$ cat src/rtl/nn_pkg.sv
// Shared definitions for the layer sequencer: FSM encoding and
// elaboration-time sizing helpers.
package nn_pkg;

  localparam logic [2:0] S_IDLE    = 3'd0;
  localparam logic [2:0] S_FETCH   = 3'd1;
  localparam logic [2:0] S_DRAIN   = 3'd2;
  localparam logic [2:0] S_TRIGGER = 3'd3;
  localparam logic [2:0] S_WAIT    = 3'd4;
  localparam logic [2:0] S_CAPTURE = 3'd5;
  localparam logic [2:0] S_FINISH  = 3'd6;
  localparam logic [2:0] S_ERROR   = 3'd7;

  // Index width for a count of n items; never narrower than one bit.
  function automatic int idx_w(input int n);
    return (n <= 1) ? 1 : $clog2(n);
  endfunction

  // RAM read latency supported by the drain logic.
  function automatic bit lat_ok(input int lat);
    return (lat >= 1) && (lat <= 4);
  endfunction

  // True when a weight image of 'words' entries fits an aw-bit address.
  function automatic bit addr_fits(input int words, input int aw);
    return longint'(words) <= (longint'(1) << aw);
  endfunction

endpackage

$ cat src/rtl/layer_sequencer_if.sv
// Control/data bundle between the layer sequencer, weight RAM and units.
interface layer_sequencer_if
  import nn_pkg::*;
#(
  parameter int NUM_UNITS  = 4,
  parameter int NUM_INPUTS = 4,
  parameter int NUM_LAYERS = 2,
  parameter int ADDR_W     = 10,
  parameter int WEIGHT_W   = 8
);
  localparam int IW = idx_w(NUM_INPUTS);
  localparam int LW = idx_w(NUM_LAYERS);

  logic                  start;
  logic                  abort;
  logic [ADDR_W-1:0]     ram_addr;
  logic [31:0]           ram_data;
  logic [WEIGHT_W-1:0]   weight;
  logic [IW-1:0]         weight_addr;
  logic [NUM_UNITS-1:0]  weight_wr;
  logic                  sum_trigger;
  logic [NUM_UNITS-1:0]  unit_done;
  logic [LW-1:0]         layer;
  logic                  layer_sel;
  logic                  bank_write;
  logic                  busy;
  logic                  done;
  logic                  err;

  // Sequencer side.
  modport slave (
    input  start, abort, ram_data, unit_done,
    output ram_addr, weight, weight_addr, weight_wr, sum_trigger,
           layer, layer_sel, bank_write, busy, done, err
  );

  // Controller / environment side.
  modport master (
    output start, abort, ram_data, unit_done,
    input  ram_addr, weight, weight_addr, weight_wr, sum_trigger,
           layer, layer_sel, bank_write, busy, done, err
  );
endinterface

$ cat src/rtl/nn_delay_line.sv
// Fixed-depth register delay line with synchronous flush.
module nn_delay_line
  import nn_pkg::*;
#(
  parameter int DEPTH = 1,
  parameter int WIDTH = 1
) (
  input  logic             clk,
  input  logic             reset,
  input  logic             flush,
  input  logic [WIDTH-1:0] d,
  output logic [WIDTH-1:0] q
);
  logic [DEPTH-1:0][WIDTH-1:0] pipe;

  // Shift d through DEPTH stages; flush drops everything in flight.
  always_ff @(posedge clk or posedge reset) begin
    if (reset) begin
      pipe <= '0;
    end else if (flush) begin
      pipe <= '0;
    end else begin
      pipe[0] <= d;
      for (int i = 1; i < DEPTH; i++) pipe[i] <= pipe[i-1];
    end
  end

  assign q = pipe[DEPTH-1];
endmodule

$ cat src/rtl/layer_sequencer.sv
// Layer sequencer: streams weights from RAM into the units, fires the
// accumulation, waits for completion and steps through the layers.
module layer_sequencer
  import nn_pkg::*;
#(
  parameter int NUM_UNITS   = 4,
  parameter int NUM_INPUTS  = 4,
  parameter int NUM_LAYERS  = 2,
  parameter int ADDR_W      = 10,
  parameter int WEIGHT_W    = 8,
  parameter int RAM_LATENCY = 1,
  parameter int TIMEOUT     = 1024
) (
  input logic              clk,
  input logic              reset,
  layer_sequencer_if.slave bus
);
  localparam int UW          = idx_w(NUM_UNITS);
  localparam int IW          = idx_w(NUM_INPUTS);
  localparam int LW          = idx_w(NUM_LAYERS);
  localparam int TW          = $clog2(TIMEOUT + 1);
  localparam int LAYER_WORDS = NUM_UNITS * NUM_INPUTS;
  localparam int DLW         = 1 + UW + IW;

  if (!lat_ok(RAM_LATENCY)) begin : g_lat_chk
    $error("layer_sequencer: RAM_LATENCY must be 1..4");
  end
  if (!addr_fits(NUM_LAYERS * LAYER_WORDS, ADDR_W)) begin : g_addr_chk
    $error("layer_sequencer: weight image does not fit ADDR_W");
  end

  logic [2:0]     state;
  logic [UW-1:0]  unit_cnt;
  logic [IW-1:0]  in_cnt;
  logic [2:0]     drain_cnt;
  logic [TW-1:0]  tcnt;
  logic [LW-1:0]  layer_q;
  logic           layer_sel_q;
  logic           run_active, kill, fetch_last, last_layer;

  assign run_active = (state == S_FETCH) || (state == S_DRAIN) || (state == S_TRIGGER) ||
                      (state == S_WAIT)  || (state == S_CAPTURE);
  assign kill       = run_active && bus.abort;
  assign fetch_last = (unit_cnt == UW'(NUM_UNITS - 1)) && (in_cnt == IW'(NUM_INPUTS - 1));
  assign last_layer = (layer_q == LW'(NUM_LAYERS - 1));

  // Run control FSM with fetch, drain and timeout counters.
  always_ff @(posedge clk or posedge reset) begin
    if (reset) begin
      state       <= S_IDLE;
      unit_cnt    <= '0;
      in_cnt      <= '0;
      drain_cnt   <= '0;
      tcnt        <= '0;
      layer_q     <= '0;
      layer_sel_q <= 1'b0;
    end else if (kill) begin
      state     <= S_IDLE;
      unit_cnt  <= '0;
      in_cnt    <= '0;
      drain_cnt <= '0;
    end else begin
      case (state)
        S_IDLE, S_ERROR: if (bus.start) begin
          state       <= S_FETCH;
          layer_q     <= '0;
          layer_sel_q <= 1'b0;
          unit_cnt    <= '0;
          in_cnt      <= '0;
        end
        S_FETCH: begin
          if (in_cnt == IW'(NUM_INPUTS - 1)) begin
            in_cnt   <= '0;
            unit_cnt <= (unit_cnt == UW'(NUM_UNITS - 1)) ? '0 : unit_cnt + 1'b1;
          end else begin
            in_cnt <= in_cnt + 1'b1;
          end
          if (fetch_last) begin
            state     <= S_DRAIN;
            drain_cnt <= '0;
          end
        end
        S_DRAIN: begin
          if (drain_cnt == 3'(RAM_LATENCY - 1)) state <= S_TRIGGER;
          else drain_cnt <= drain_cnt + 1'b1;
        end
        S_TRIGGER: begin
          tcnt  <= '0;
          state <= S_WAIT;
        end
        S_WAIT: begin
          // Completion wins over a timeout landing in the same cycle.
          if (&bus.unit_done) state <= S_CAPTURE;
          else if (tcnt == TW'(TIMEOUT - 1)) state <= S_ERROR;
          else tcnt <= tcnt + 1'b1;
        end
        S_CAPTURE: begin
          if (last_layer) begin
            state <= S_FINISH;
          end else begin
            layer_q     <= layer_q + 1'b1;
            layer_sel_q <= 1'b1;
            state       <= S_FETCH;
          end
        end
        S_FINISH: state <= S_IDLE;
        default:  state <= S_IDLE;
      endcase
    end
  end

  assign bus.ram_addr = ADDR_W'(int'(layer_q) * LAYER_WORDS +
                                int'(unit_cnt) * NUM_INPUTS + int'(in_cnt));

  // Unit/slot tags travel alongside the RAM read so strobes line up with data.
  // Abort flushes what is still in flight; the write already presented in the
  // abort cycle has left the pipe and is not recalled.
  logic [DLW-1:0] dl_q;
  logic           dl_vld;
  logic [UW-1:0]  dl_unit;
  logic [IW-1:0]  dl_slot;

  nn_delay_line #(.DEPTH(RAM_LATENCY), .WIDTH(DLW)) u_align (
    .clk   (clk),
    .reset (reset),
    .flush (kill),
    .d     ({state == S_FETCH, unit_cnt, in_cnt}),
    .q     (dl_q)
  );

  assign {dl_vld, dl_unit, dl_slot} = dl_q;

  logic [NUM_UNITS-1:0] wr_dec;

  // One-hot write strobe for the unit whose weight is on the bus.
  always_comb begin
    wr_dec = '0;
    for (int u = 0; u < NUM_UNITS; u++) wr_dec[u] = dl_vld && (dl_unit == UW'(u));
  end

  logic unused_ram;
  assign unused_ram = ^bus.ram_data;

  assign bus.weight_wr   = wr_dec;
  assign bus.weight_addr = dl_slot;
  assign bus.weight      = dl_vld ? bus.ram_data[WEIGHT_W-1:0] : '0;
  assign bus.sum_trigger = (state == S_TRIGGER) && !bus.abort;
  assign bus.bank_write  = (state == S_CAPTURE) && !bus.abort;
  assign bus.done        = (state == S_FINISH);
  assign bus.err         = (state == S_ERROR);
  assign bus.busy        = run_active;
  assign bus.layer       = layer_q;
  assign bus.layer_sel   = layer_sel_q;
endmodule

$ cat src/flat_wrapper.sv
// flat-port wrapper written by rule: the top's interface ports become plain ports
module layer_sequencer_flat import nn_pkg::*;
#(
  parameter int NUM_UNITS   = 4,
  parameter int NUM_INPUTS  = 4,
  parameter int NUM_LAYERS  = 2,
  parameter int ADDR_W      = 10,
  parameter int WEIGHT_W    = 8,
  parameter int RAM_LATENCY = 1,
  parameter int TIMEOUT     = 1024
)
  (clk, reset, bus_start, bus_abort, bus_ram_data, bus_unit_done, bus_ram_addr, bus_weight, bus_weight_addr, bus_weight_wr, bus_sum_trigger, bus_layer, bus_layer_sel, bus_bank_write, bus_busy, bus_done, bus_err);
  layer_sequencer_if #(.NUM_UNITS(NUM_UNITS), .NUM_INPUTS(NUM_INPUTS), .NUM_LAYERS(NUM_LAYERS), .ADDR_W(ADDR_W), .WEIGHT_W(WEIGHT_W)) bus_i ();
  input logic clk;
  input logic reset;
  input wire logic [$bits(bus_i.start)-1:0] bus_start;
  input wire logic [$bits(bus_i.abort)-1:0] bus_abort;
  input wire logic [$bits(bus_i.ram_data)-1:0] bus_ram_data;
  input wire logic [$bits(bus_i.unit_done)-1:0] bus_unit_done;
  output wire logic [$bits(bus_i.ram_addr)-1:0] bus_ram_addr;
  output wire logic [$bits(bus_i.weight)-1:0] bus_weight;
  output wire logic [$bits(bus_i.weight_addr)-1:0] bus_weight_addr;
  output wire logic [$bits(bus_i.weight_wr)-1:0] bus_weight_wr;
  output wire logic [$bits(bus_i.sum_trigger)-1:0] bus_sum_trigger;
  output wire logic [$bits(bus_i.layer)-1:0] bus_layer;
  output wire logic [$bits(bus_i.layer_sel)-1:0] bus_layer_sel;
  output wire logic [$bits(bus_i.bank_write)-1:0] bus_bank_write;
  output wire logic [$bits(bus_i.busy)-1:0] bus_busy;
  output wire logic [$bits(bus_i.done)-1:0] bus_done;
  output wire logic [$bits(bus_i.err)-1:0] bus_err;
  assign bus_i.start = bus_start;
  assign bus_i.abort = bus_abort;
  assign bus_i.ram_data = bus_ram_data;
  assign bus_i.unit_done = bus_unit_done;
  assign bus_ram_addr = bus_i.ram_addr;
  assign bus_weight = bus_i.weight;
  assign bus_weight_addr = bus_i.weight_addr;
  assign bus_weight_wr = bus_i.weight_wr;
  assign bus_sum_trigger = bus_i.sum_trigger;
  assign bus_layer = bus_i.layer;
  assign bus_layer_sel = bus_i.layer_sel;
  assign bus_bank_write = bus_i.bank_write;
  assign bus_busy = bus_i.busy;
  assign bus_done = bus_i.done;
  assign bus_err = bus_i.err;
  layer_sequencer #(.NUM_UNITS(NUM_UNITS), .NUM_INPUTS(NUM_INPUTS), .NUM_LAYERS(NUM_LAYERS), .ADDR_W(ADDR_W), .WEIGHT_W(WEIGHT_W), .RAM_LATENCY(RAM_LATENCY), .TIMEOUT(TIMEOUT)) u_core (.clk(clk), .reset(reset), .bus(bus_i));
endmodule
$ cat config.mk
export PLATFORM = sky130hd
export DESIGN_NAME = layer_sequencer_flat
export DESIGN_NICKNAME = d
export VERILOG_FILES = /design/src/rtl/nn_pkg.sv /design/src/rtl/layer_sequencer_if.sv /design/src/rtl/nn_delay_line.sv /design/src/rtl/layer_sequencer.sv /design/src/flat_wrapper.sv
export SDC_FILE = /design/constraint.sdc
export NUM_CORES = 1
export LEC_CHECK = 0
export ABC_AREA = 1
export CORE_UTILIZATION = 40
export DETAILED_ROUTE_END_ITERATION = 8
export PLACE_DENSITY_LB_ADDON = 0.3
export SYNTH_ARGS = -nofsm -noshare
export SYNTH_HDL_FRONTEND = slang
export SYNTH_SLANG_ARGS = --single-unit
$ cat constraint.sdc
create_clock -name clk -period 2.8 [get_ports clk]
set_input_delay 0.42 -clock clk [delete_from_list [all_inputs] [get_ports clk]]
set_output_delay 0.42 -clock clk [all_outputs]
set_load 0.01 [all_outputs]
==> summary.md, run 1 <==
| Metric | Value |
|---|---|
| Effective utilization at floorplan | `42.9%` |
| Slowest library cell on the worst path | `dfrtp_1` |
| Sequential-to-total area share from yosys stat | `36.3%` |
| Pin count of the biggest net entering global routing | `29` |
| Layout Cells excl Fill | `355` |
| Initial antenna violation count | `0` |
| Comb pwr share | `48.7%` |
| Die height | `71.5 um` |
| Gr usage total | `17.1%` |
| Total Wirelength | `4050 um` |
| Clock Sinks | `28` |
| Clock power frac | `14.1%` |
| Slew headroom | `64.9%` |
| Drt wl/cell | `11.4 um` |
| DRC viols | `0` |
| Ranking of synthesized cells by area | `dfrtp_1, nand2_1, inv_1` |
| Area of all sequential standard cells | `701 um^2` |
| Mapped Cells | `268` |
| Synthesized cell area | `1930 um^2` |
| RSZ-0062 raised after global routing | `false` |
| Fin crit share | `86.0%` |
| Post-DP HPWL | `3070 um` |
| Share of synthesized registers carrying an async set or reset | `100%` |
| Die Area | `5110 um^2` |
| Routability congestion estimate | `0.855` |
| Fin. max-slew vios | `0` |
| Layout cells sized above 1 | `6.93%` |
| Final min period | `2410 ps` |
| Max Cap Viol | `0` |
| Post CTS Setup Buffer Count | `0` |
| Vias | `1744` |
| Avg Vias per Cell | `4.91` |
| Max IR drop VDD | `0.000415 V` |
| TritonRoute pass-1 iters | `4` |
| Post-layout util | `52.3%` |
| Switching Fraction | `44.3%` |
| Clk Tree Root Cell | `clkbuf_8` |
| Final hold viol count | `0` |
| EDFF count, synth | `0` |
| H-tree levels | `1` |
| Critical Path RT | `2380 ps` |
| IO Count | `71` |
| Nets | `350` |
| DR iter-0 viols | `98` |
| Psw | `711 uW` |
| Post-cts hold buffer count | `0` |
| Commonest cells post-synth | `nand2_1, inv_1, dfrtp_1` |
| Ant. Diodes | `0` |
| LEAKAGE | `0.00119 uW` |
| Sequential Power Share | `37.3%` |
| Final setup fails | `0` |
| Internal power | `894 uW` |
| Vias in the first global route | `1612` |
| Register bit count reported by yosys | `28` |
| Final clock skew | `5.06 ps` |
| Fin Setup TNS | `0 ps` |
| Worst hold path type | `primary input to asynchronous set/reset pin` |
| Post_cts resized | `0` |
| Worst EP arrival | `1990 ps` |
| # rows | `24` |
| WS Path Type | `register to output pin` |
| YS warnings | `0` |
| Area share of the largest cell type after synthesis | `36.3%` |
| Count leader, synth | `nand2_1` |
| Critical Path Start Type | `register` |
| F_max | `415 MHz` |
| Critical path fanouts, max | `9` |
| Filler cells | `440` |
| Gr ovfl total | `0` |
| Die X | `71.5 um` |
| Worst-margin pin slew | `526 ps` |
| Clock tree buffer depth | `2` |
| Area growth from synthesis to layout | `22.0%` |
| Top FF cell, synth | `dfrtp_1` |
| Clock Latency Late Sink | `280 ps` |
| TritonCTS clock tree | `yes` |
| CP Capture Type | `output pin` |
| Inst Count DP | `352` |
| Critical path, cell by cell | `nand3_1 > nor2_1 > clkdlybuf4s50_1` |
| Final ANT Viol Nets | `0` |
| Area of the multi-input gates | `985 um^2` |
| CTS Buf Count | `3` |
| Syn Area/Cell | `7.20 um^2` |
| First-pass GRT wire length | `7090 um` |
| # port buffers | `41` |
| Count of cell types in the netlist | `33` |
| Core area | `4500 um^2` |
| CP max stage delay | `690 ps` |
| Run status | `complete, no violations` |
| Areal power density over the cells | `681 nW/um^2` |
| Synth area leader | `dfrtp_1` |
| Clock-pin slew on the worst setup and hold paths | `100 ps` |
==> critical path: cells and delay by family (launching register included) <==
family / cells / cell delay, ps
buffers and inverters: 1 / 560
flip-flops: 1 / 690
AND/OR/NAND/NOR: 2 / 460
==> layout make-up <==
class	instances	area share, %
repair buffers	42	17.7
well taps	52	2.76
multi-input cells	193	41.8
flip-flops and latches	28	29.7
clock buffers	3	1.75
inverters	37	6.21
==> per-stage QoR <==
| stage | area, um^2 | power, uW | setup WS (ps) | hold slack [ps] |
|---|---|---|---|---|
| 3_3_place_gp | 2310 | 1370 | 567 | 483 |
| 4_1_cts | 2360 | 1610 | 392 | 521 |
| 2_1_floorplan | 1950 | 1160 | 1310 | 467 |
| 3_5_place_dp | 2310 | 1380 | 554 | 500 |
| 5_1_grt | 2360 | 1720 | 314 | 559 |
| 6_report | 2360 | 1600 | 392 | 511 |
==> power by group through the flow <==
stage               Combinational, uW  Clock, uW  Sequential, uW
floorplan                         618          0             540
finish                            781        226             598
CTS                               781        229             598
detailed placement                778          0             606
global route                      868        243             613
global placement                  768          0             605
==> per-layer routing <==
metal | share of wire (%) | global-route usage [%]
met1 | 49 | 23.0
met2 | 44 | 28.5
met3 | 5.7 | 2.95
met4 | 1.0 | 4.58
met5 | 0 | 0
==> cell families after synthesis <==
group	synth area share, %
AOI/OAI and AO/OA	5.18
xor gates and xnor gates	2.27
adders and majority gates	3.24
buffers and inverters	13.5
DFF	36.3
other	0.194
and+or+nand+nor	39.3
==> final timing paths <==
path | endpoint | depth (start not counted) | slack (ps) | from
worst max-delay path | bus_bank_write | 3 | 390 | u_core.state[2]
worst min-delay path | u_core.drain_cnt[0] | 3 | 510 | reset
min in group clk | u_core.drain_cnt[1] | 2 | 510 | u_core.drain_cnt[1]
worst max register to register | u_core.tcnt[4] | 9 | 950 | u_core.state[2]
max in group asynchronous | u_core.u_align.q[1] | 3 | 2030 | reset
worst min register to register | u_core.drain_cnt[1] | 2 | 510 | u_core.drain_cnt[1]
==> sequential cells by signal, indices dropped and copies added (netlist names) <==
signal,cells
u_core.drain_cnt,3
u_core.in_cnt,2
u_core.unit_cnt,2
u_core.u_align.q,5
u_core.bus.layer_sel,1
u_core.state,3
u_core.bus.layer,1
u_core.tcnt,11
==> placed cells by master, fill, tap and decap left out, types with 2 or more instances in the layout <==
cell type        count
clkbuf_8             3
nand2_4              3
nand2_2              2
nand2_1             84
o21ai_1              3
a21oi_1              3
clkdlybuf4s50_1     41
dfrtp_1             28
nor2_4               2
nand3_1             19
xor2_1               3
ha_1                 5
nor2_1              27
o21ai_0              8
nand3b_1             2
xnor2_1              2
inv_1               33
nand4_1              9
inv_2                2
conb_1               5
nor3_1               8
Note: power is estimated with default switching activity, not from simulation.
==> run 2: changes to the inputs <==
--- a/config.mk
+++ b/config.mk
@@ -7,8 +7,11 @@
 export LEC_CHECK = 0
 export ABC_AREA = 1
 export CORE_UTILIZATION = 40
+export CTS_BUF_LIST = sky130_fd_sc_hd__clkbuf_2 sky130_fd_sc_hd__clkbuf_4 sky130_fd_sc_hd__clkbuf_8
 export DETAILED_ROUTE_END_ITERATION = 8
+export DONT_BUFFER_PORTS = 1
 export PLACE_DENSITY_LB_ADDON = 0.3
+export SKIP_CTS_REPAIR_TIMING = 1
 export SYNTH_ARGS = -nofsm -noshare
 export SYNTH_HDL_FRONTEND = slang
 export SYNTH_SLANG_ARGS = --single-unit
==> summary.md, run 2 (synthesis results as in run 1) <==
| Metric | Value |
|---|---|
| Final setup fails | `0 (unchanged)` |
| Initial antenna violation count | `0 (unchanged)` |
| Sequential Power Share | `40.9% (+3.6 points)` |
| R2R setup slack | `950 ps (about the same)` |
| Met3 Resource Use GR | `4.78% (+1.8 points)` |
| Comb pwr share | `37.7% (-11 points)` |
| Critical path fanouts, max | `9 (unchanged)` |
| Total Power | `1530 uW (-4.7%)` |
| Psw | `689 uW (-3.1%)` |
| Routability congestion estimate | `0.818 (-4.3%)` |
| Run status | `complete, no violations` |
| Switching Fraction | `45.1% (+0.75 points)` |
| LEAKAGE | `0.00106 uW (-11%)` |
| Effective utilization at floorplan | `42.9% (unchanged)` |
| Final clock skew | `3.50 ps (-1.56 ps)` |
| Fin. max-slew vios | `0 (unchanged)` |
| Critical Path RT | `2380 ps (about the same)` |
| Die height | `71.5 um (unchanged)` |
| TritonCTS clock tree | `yes` |
| Worst setup path start | `u_core.state[2]` |
| Clock Sinks | `28 (unchanged)` |
| Reg-to-Reg Start | `u_core.state[2]` |
| Clock tree buffer depth | `2 (unchanged)` |
| F_max | `510 MHz (+23%)` |
| Final min period | `1960 ps (-448 ps)` |
| Core area | `4500 um^2 (unchanged)` |
| Most common cell after layout, fill and taps aside | `nand2_1` |
| DRC viols | `0 (unchanged)` |
| Die Area | `5110 um^2 (unchanged)` |
| Commonest non-fill, non-tap cells in the layout | `nand2_1, inv_1, dfrtp_1, nor2_1, nand3_1` |
| Vias in the first global route | `1497 (-7.1%)` |
| Vias | `1584 (-9.2%)` |
| Clock Latency Late Sink | `280 ps (about the same)` |
| Critical Path Start Type | `register` |
| Biggest register | `u_core.tcnt` |
| Max Cap Viol | `0 (unchanged)` |
| RSZ-0062 raised after global routing | `false` |
| IO Count | `71 (unchanged)` |
| Area growth from synthesis to layout | `2.33%` |
| Clock power frac | `21.4% (+7.3 points)` |
| Met1 track utilization from global routing | `21.3% (-1.7 points)` |
| # rows | `24 (unchanged)` |
| Worst r2r path cells | `9 (unchanged)` |
| # port buffers | `0 (-100%)` |
| Worst-margin pin slew | `540 ps (+14.0 ps)` |
| Slew headroom | `64.0% (-0.93 points)` |
| Gr usage total | `16.5% (-0.55 points)` |
| Fin crit share | `70.0% (-16 points)` |
| Final hold viol count | `0 (unchanged)` |
| Largest register FFs | `11 (unchanged)` |
| First-pass GRT wire length | `6770 um (-4.6%)` |
| Worst flop-to-flop path endpoint | `u_core.tcnt[0]` |
| Drt wl/cell | `12.3 um (+7.4%)` |
| CTS Buf Count | `3 (unchanged)` |
| Internal power | `840 uW (-6.0%)` |
| H-tree levels | `1 (unchanged)` |
| Clock-pin slew on the worst setup and hold paths | `100 ps (about the same)` |
| Avg Vias per Cell | `5.03 (+2.4%)` |
| Pin count of the biggest net entering global routing | `29 (unchanged)` |
| Worst EP arrival | `1540 ps (-450 ps)` |
| Worst hold path type | `primary input to asynchronous set/reset pin` |
| Total Wirelength | `3860 um (-4.7%)` |
| CP Capture Type | `output pin` |
| GR peak layer | `met2` |
| Nets | `309 (-12%)` |
| Gr ovfl total | `0 (unchanged)` |
| Post-DP HPWL | `2860 um (-6.7%)` |
| Ant. Diodes | `0 (unchanged)` |
| WS Path Type | `register to output pin` |
| TritonRoute pass-1 iters | `4 (unchanged)` |
| Layout cells sized above 1 | `8.37% (+1.4 points)` |
| GR Util met2 | `27.5% (-0.95 points)` |
| Fin Setup TNS | `0 ps (unchanged)` |
| Max IR drop VDD | `0.000343 V (-17%)` |
| DR iter-0 viols | `60 (-39%)` |
| Die X | `71.5 um (unchanged)` |
| Areal power density over the cells | `774 nW/um^2 (+14%)` |
| Clk Tree Root Cell | `clkbuf_8` |
| Final ANT Viol Nets | `0 (unchanged)` |
run 2: cell count changes in the layout (fill, tap and decap cells not counted), sizes merged:
cell and delta:
clkdlybuf4s50 -41, bufinv +1
run 2: worst max-delay path, cell delays in order (launching register included):
cell and delay, ps:
dfrtp_1 700, nand3_1 250, nor2_1 320
run 2: cell type report:
cell class | instances | area (um^2)
well taps | 52 | 65.1
fillers | 462 | 2530
repair buffers | 1 | 7.51
clock buffers | 3 | 41.3
multi-input cells | 193 | 985
clock inverters | 1 | 30.0
inverters | 37 | 146
flip-flops and latches | 28 | 701
run 2: how the worst max path moves through the flow:
stage	endpoint	cells past startpoint
after global routing	bus_bank_write	2
after floorplan	u_core.tcnt[0]	9
after detailed placement	u_core.tcnt[0]	9
after global placement	u_core.tcnt[0]	9
after CTS	bus_bank_write	2
final	bus_bank_write	2
run 2: per-stage QoR:
step | cells | util [%] | hold slack, ps | cell area, um^2 | worst slack, ps
2_1_floorplan | 272 | - | 467 | 1950 | 1310
3_5_place_dp | 311 | 42.3 | 414 | 1900 | 947
6_report | 315 | 43.9 | 90.8 | 1980 | 840
3_3_place_gp | 311 | 42.3 | 407 | 1900 | 933
4_1_cts | 315 | 43.9 | 101 | 1980 | 856
5_1_grt | 315 | 43.9 | 119 | 1980 | 786
run 2: metal layers:
layer | vias up | wire, um
met2 | 53 | 1760
met5 | - | 0
met4 | 0 | 21
met1 | 706 | 1840
li1 | 821 | -
met3 | 4 | 232
run 2: power by group through the flow:
stage	combinational [uW]	sequential [uW]	clock, uW
3_3_place_gp	577	631	0
3_5_place_dp	583	632	0
6_report	577	625	327
4_1_cts	583	625	336
2_1_floorplan	618	540	0
5_1_grt	672	639	349
==> run 3: changes to the inputs <==
==> constraint.sdc (replaced) <==
create_clock -name clk -period 1.82 [get_ports clk]
set_input_delay 0.273 -clock clk [delete_from_list [all_inputs] [get_ports clk]]
set_output_delay 0.273 -clock clk [all_outputs]
set_load 0.01 [all_outputs]
==> summary.md, run 3 (synthesis results as in run 1) <==
| Metric | Value |
|---|---|
| Run status | `complete, no violations` |
| Areal power density over the cells | `1200 nW/um^2 (+54%)` |
| TritonCTS clock tree | `yes` |
| Vias | `1647 (+4.0%)` |
| Clock Latency Late Sink | `280 ps (about the same)` |
| H-tree levels | `1 (unchanged)` |
| Avg Vias per Cell | `5.07 (+0.78%)` |
| Clk Tree Root Cell | `clkbuf_8` |
| Area growth from synthesis to layout | `7.26%` |
| Total Wirelength | `3990 um (+3.2%)` |
| Nets | `319 (+3.2%)` |
| Critical Path RT | `2050 ps (-330 ps)` |
| CP most frequent cell | `nand2_4` |
| # port buffers | `0 (unchanged)` |
| Worst r2r path cells | `9 (unchanged)` |
| Layout cells sized above 1 | `12.5% (+4.1 points)` |
| CP max stage delay | `580 ps (-120 ps)` |
| Slowest library cell on the worst path | `dfrtp_1` |
| Final min period | `1690 ps` |
| Fin Setup TNS | `0 ps (unchanged)` |
| Core area | `4500 um^2 (unchanged)` |
| Pin count of the biggest net entering global routing | `29 (unchanged)` |
| Die height | `71.5 um (unchanged)` |
| Final setup fails | `0 (unchanged)` |
| Critical Path Start Type | `register` |
| Worst EP arrival | `1910 ps (+370 ps)` |
| Die X | `71.5 um (unchanged)` |
| Final clock skew | `12.3 ps (+8.76 ps)` |
| Clock Sinks | `28 (unchanged)` |
| LEAKAGE | `0.00110 uW (+4.5%)` |
| Critical path, cell by cell | `clkinv_4 > nand2_8 > nand2_4 > nand2_4 > buf_4 > inv_1 > nor2_1 > nand3_1 > nand2_1` |
| Post-layout util | `46.0% (+2.1 points)` |
| Largest register FFs | `11 (unchanged)` |
| RSZ-0062 raised after global routing | `false` |
| # rows | `24 (unchanged)` |
| Max Cap Viol | `0 (unchanged)` |
| Drt wl/cell | `12.3 um (about the same)` |
| Clock tree buffer depth | `2 (unchanged)` |
| Biggest register | `u_core.tcnt` |
| CTS Buf Count | `3 (unchanged)` |
| Final hold viol count | `0 (unchanged)` |
| Effective utilization at floorplan | `42.9% (unchanged)` |
| Inst Count DP | `318 (+2.3%)` |
| Hold Crit Depth | `1` |
| Post-DP HPWL | `3010 um (+5.2%)` |
| Gr usage total | `16.8% (+0.31 points)` |
| Commonest non-fill, non-tap cells in the layout | `nand2_1, inv_1, nor2_1, dfrtp_1, nand3_1` |
| Gr ovfl total | `0 (unchanged)` |
| Most common cell after layout, fill and taps aside | `nand2_1` |
| Final ANT Viol Nets | `0 (unchanged)` |
| Worst hold path type | `primary input to register` |
| Clock-pin slew on the worst setup and hold paths | `110 ps (about the same)` |
| Initial antenna violation count | `0 (unchanged)` |
| Routability congestion estimate | `0.848 (+3.7%)` |
| Layout Cells excl Fill | `325 (+3.2%)` |
| CP Capture Type | `register` |
| Fin crit share | `92.8%` |
| IO Count | `71 (unchanged)` |
| DRC viols | `0 (unchanged)` |
| Vias in the first global route | `1493 (-0.27%)` |
| TritonRoute pass-1 iters | `5 (+1)` |
| Ant. Diodes | `0 (unchanged)` |
| Hold WS | `52.8 ps (-38.1 ps)` |
| Die Area | `5110 um^2 (unchanged)` |
| Max IR drop VDD | `0.000435 V (+27%)` |
| WS Path Type | `register to register` |
| Fin. max-slew vios | `0 (unchanged)` |
| Critical path fanouts, max | `8 (-1)` |
| DR iter-0 viols | `50 (-17%)` |
| First-pass GRT wire length | `6830 um (+0.93%)` |
| F_max | `592 MHz` |
==> run 3: worst max-delay path, delay by kind of cell, from the launching register on <==
| kind | cells | cell delay, ps |
|---|---|---|
| flops | 1 | 580 |
| simple gates | 6 | 580 |
| buf+inv | 3 | 470 |
==> run 3: cell type report <==
cell class                 instances  area (um^2)
clock buffer                       3         41.3
clock inverter                     1         30.0
inverter                          37          146
fill                             448         2430
sequential                        28          703
timing repair buffer              11         97.6
tap                               52         65.1
multi-input combinational        193          987
==> run 3: path summary, 6_finish.rpt <==
check,start,to,slack (ps)
max reg2reg,u_core.state[1],u_core.state[0],130
min,bus_abort,u_core.u_align.q[4],50
min reg2reg,u_core.drain_cnt[1],u_core.drain_cnt[1],510
min in group asynchronous,reset,u_core.tcnt[10],490
max in group asynchronous,reset,u_core.state[0],1050
max,u_core.state[1],u_core.state[0],130
==> run 3: routing by layer <==
layer  track usage, %  wire (um)  share of wire (%)  vias to the layer above
met5                0          0                  0                        -
met4             3.92         34               0.85                        0
met3             2.95        199                5.0                        8
met2             27.9       1790                 45                       50
met1             23.0       1960                 49                      749
li1                 -          -                  -                      840
==> run 3: metrics by stage <==
| stage | area, um^2 | total power (uW) | setup slack, ps |
|---|---|---|---|
| after floorplan | 1950 | 1780 | 328 |
| after global placement | 1960 | 1920 | 88.8 |
| after detailed placement | 1960 | 1940 | 51.9 |
| after CTS | 2030 | 2440 | 23.1 |
| after global routing | 2070 | 2680 | 8.30 |
| final | 2070 | 2480 | 131 |
==> run 3: power by group <==
part	total, uW	switching [uW]	internal [uW]
Sequential	943	210	733
Clock	502	207	295
Combinational	1030	672	358
Total	2480	1090	1390
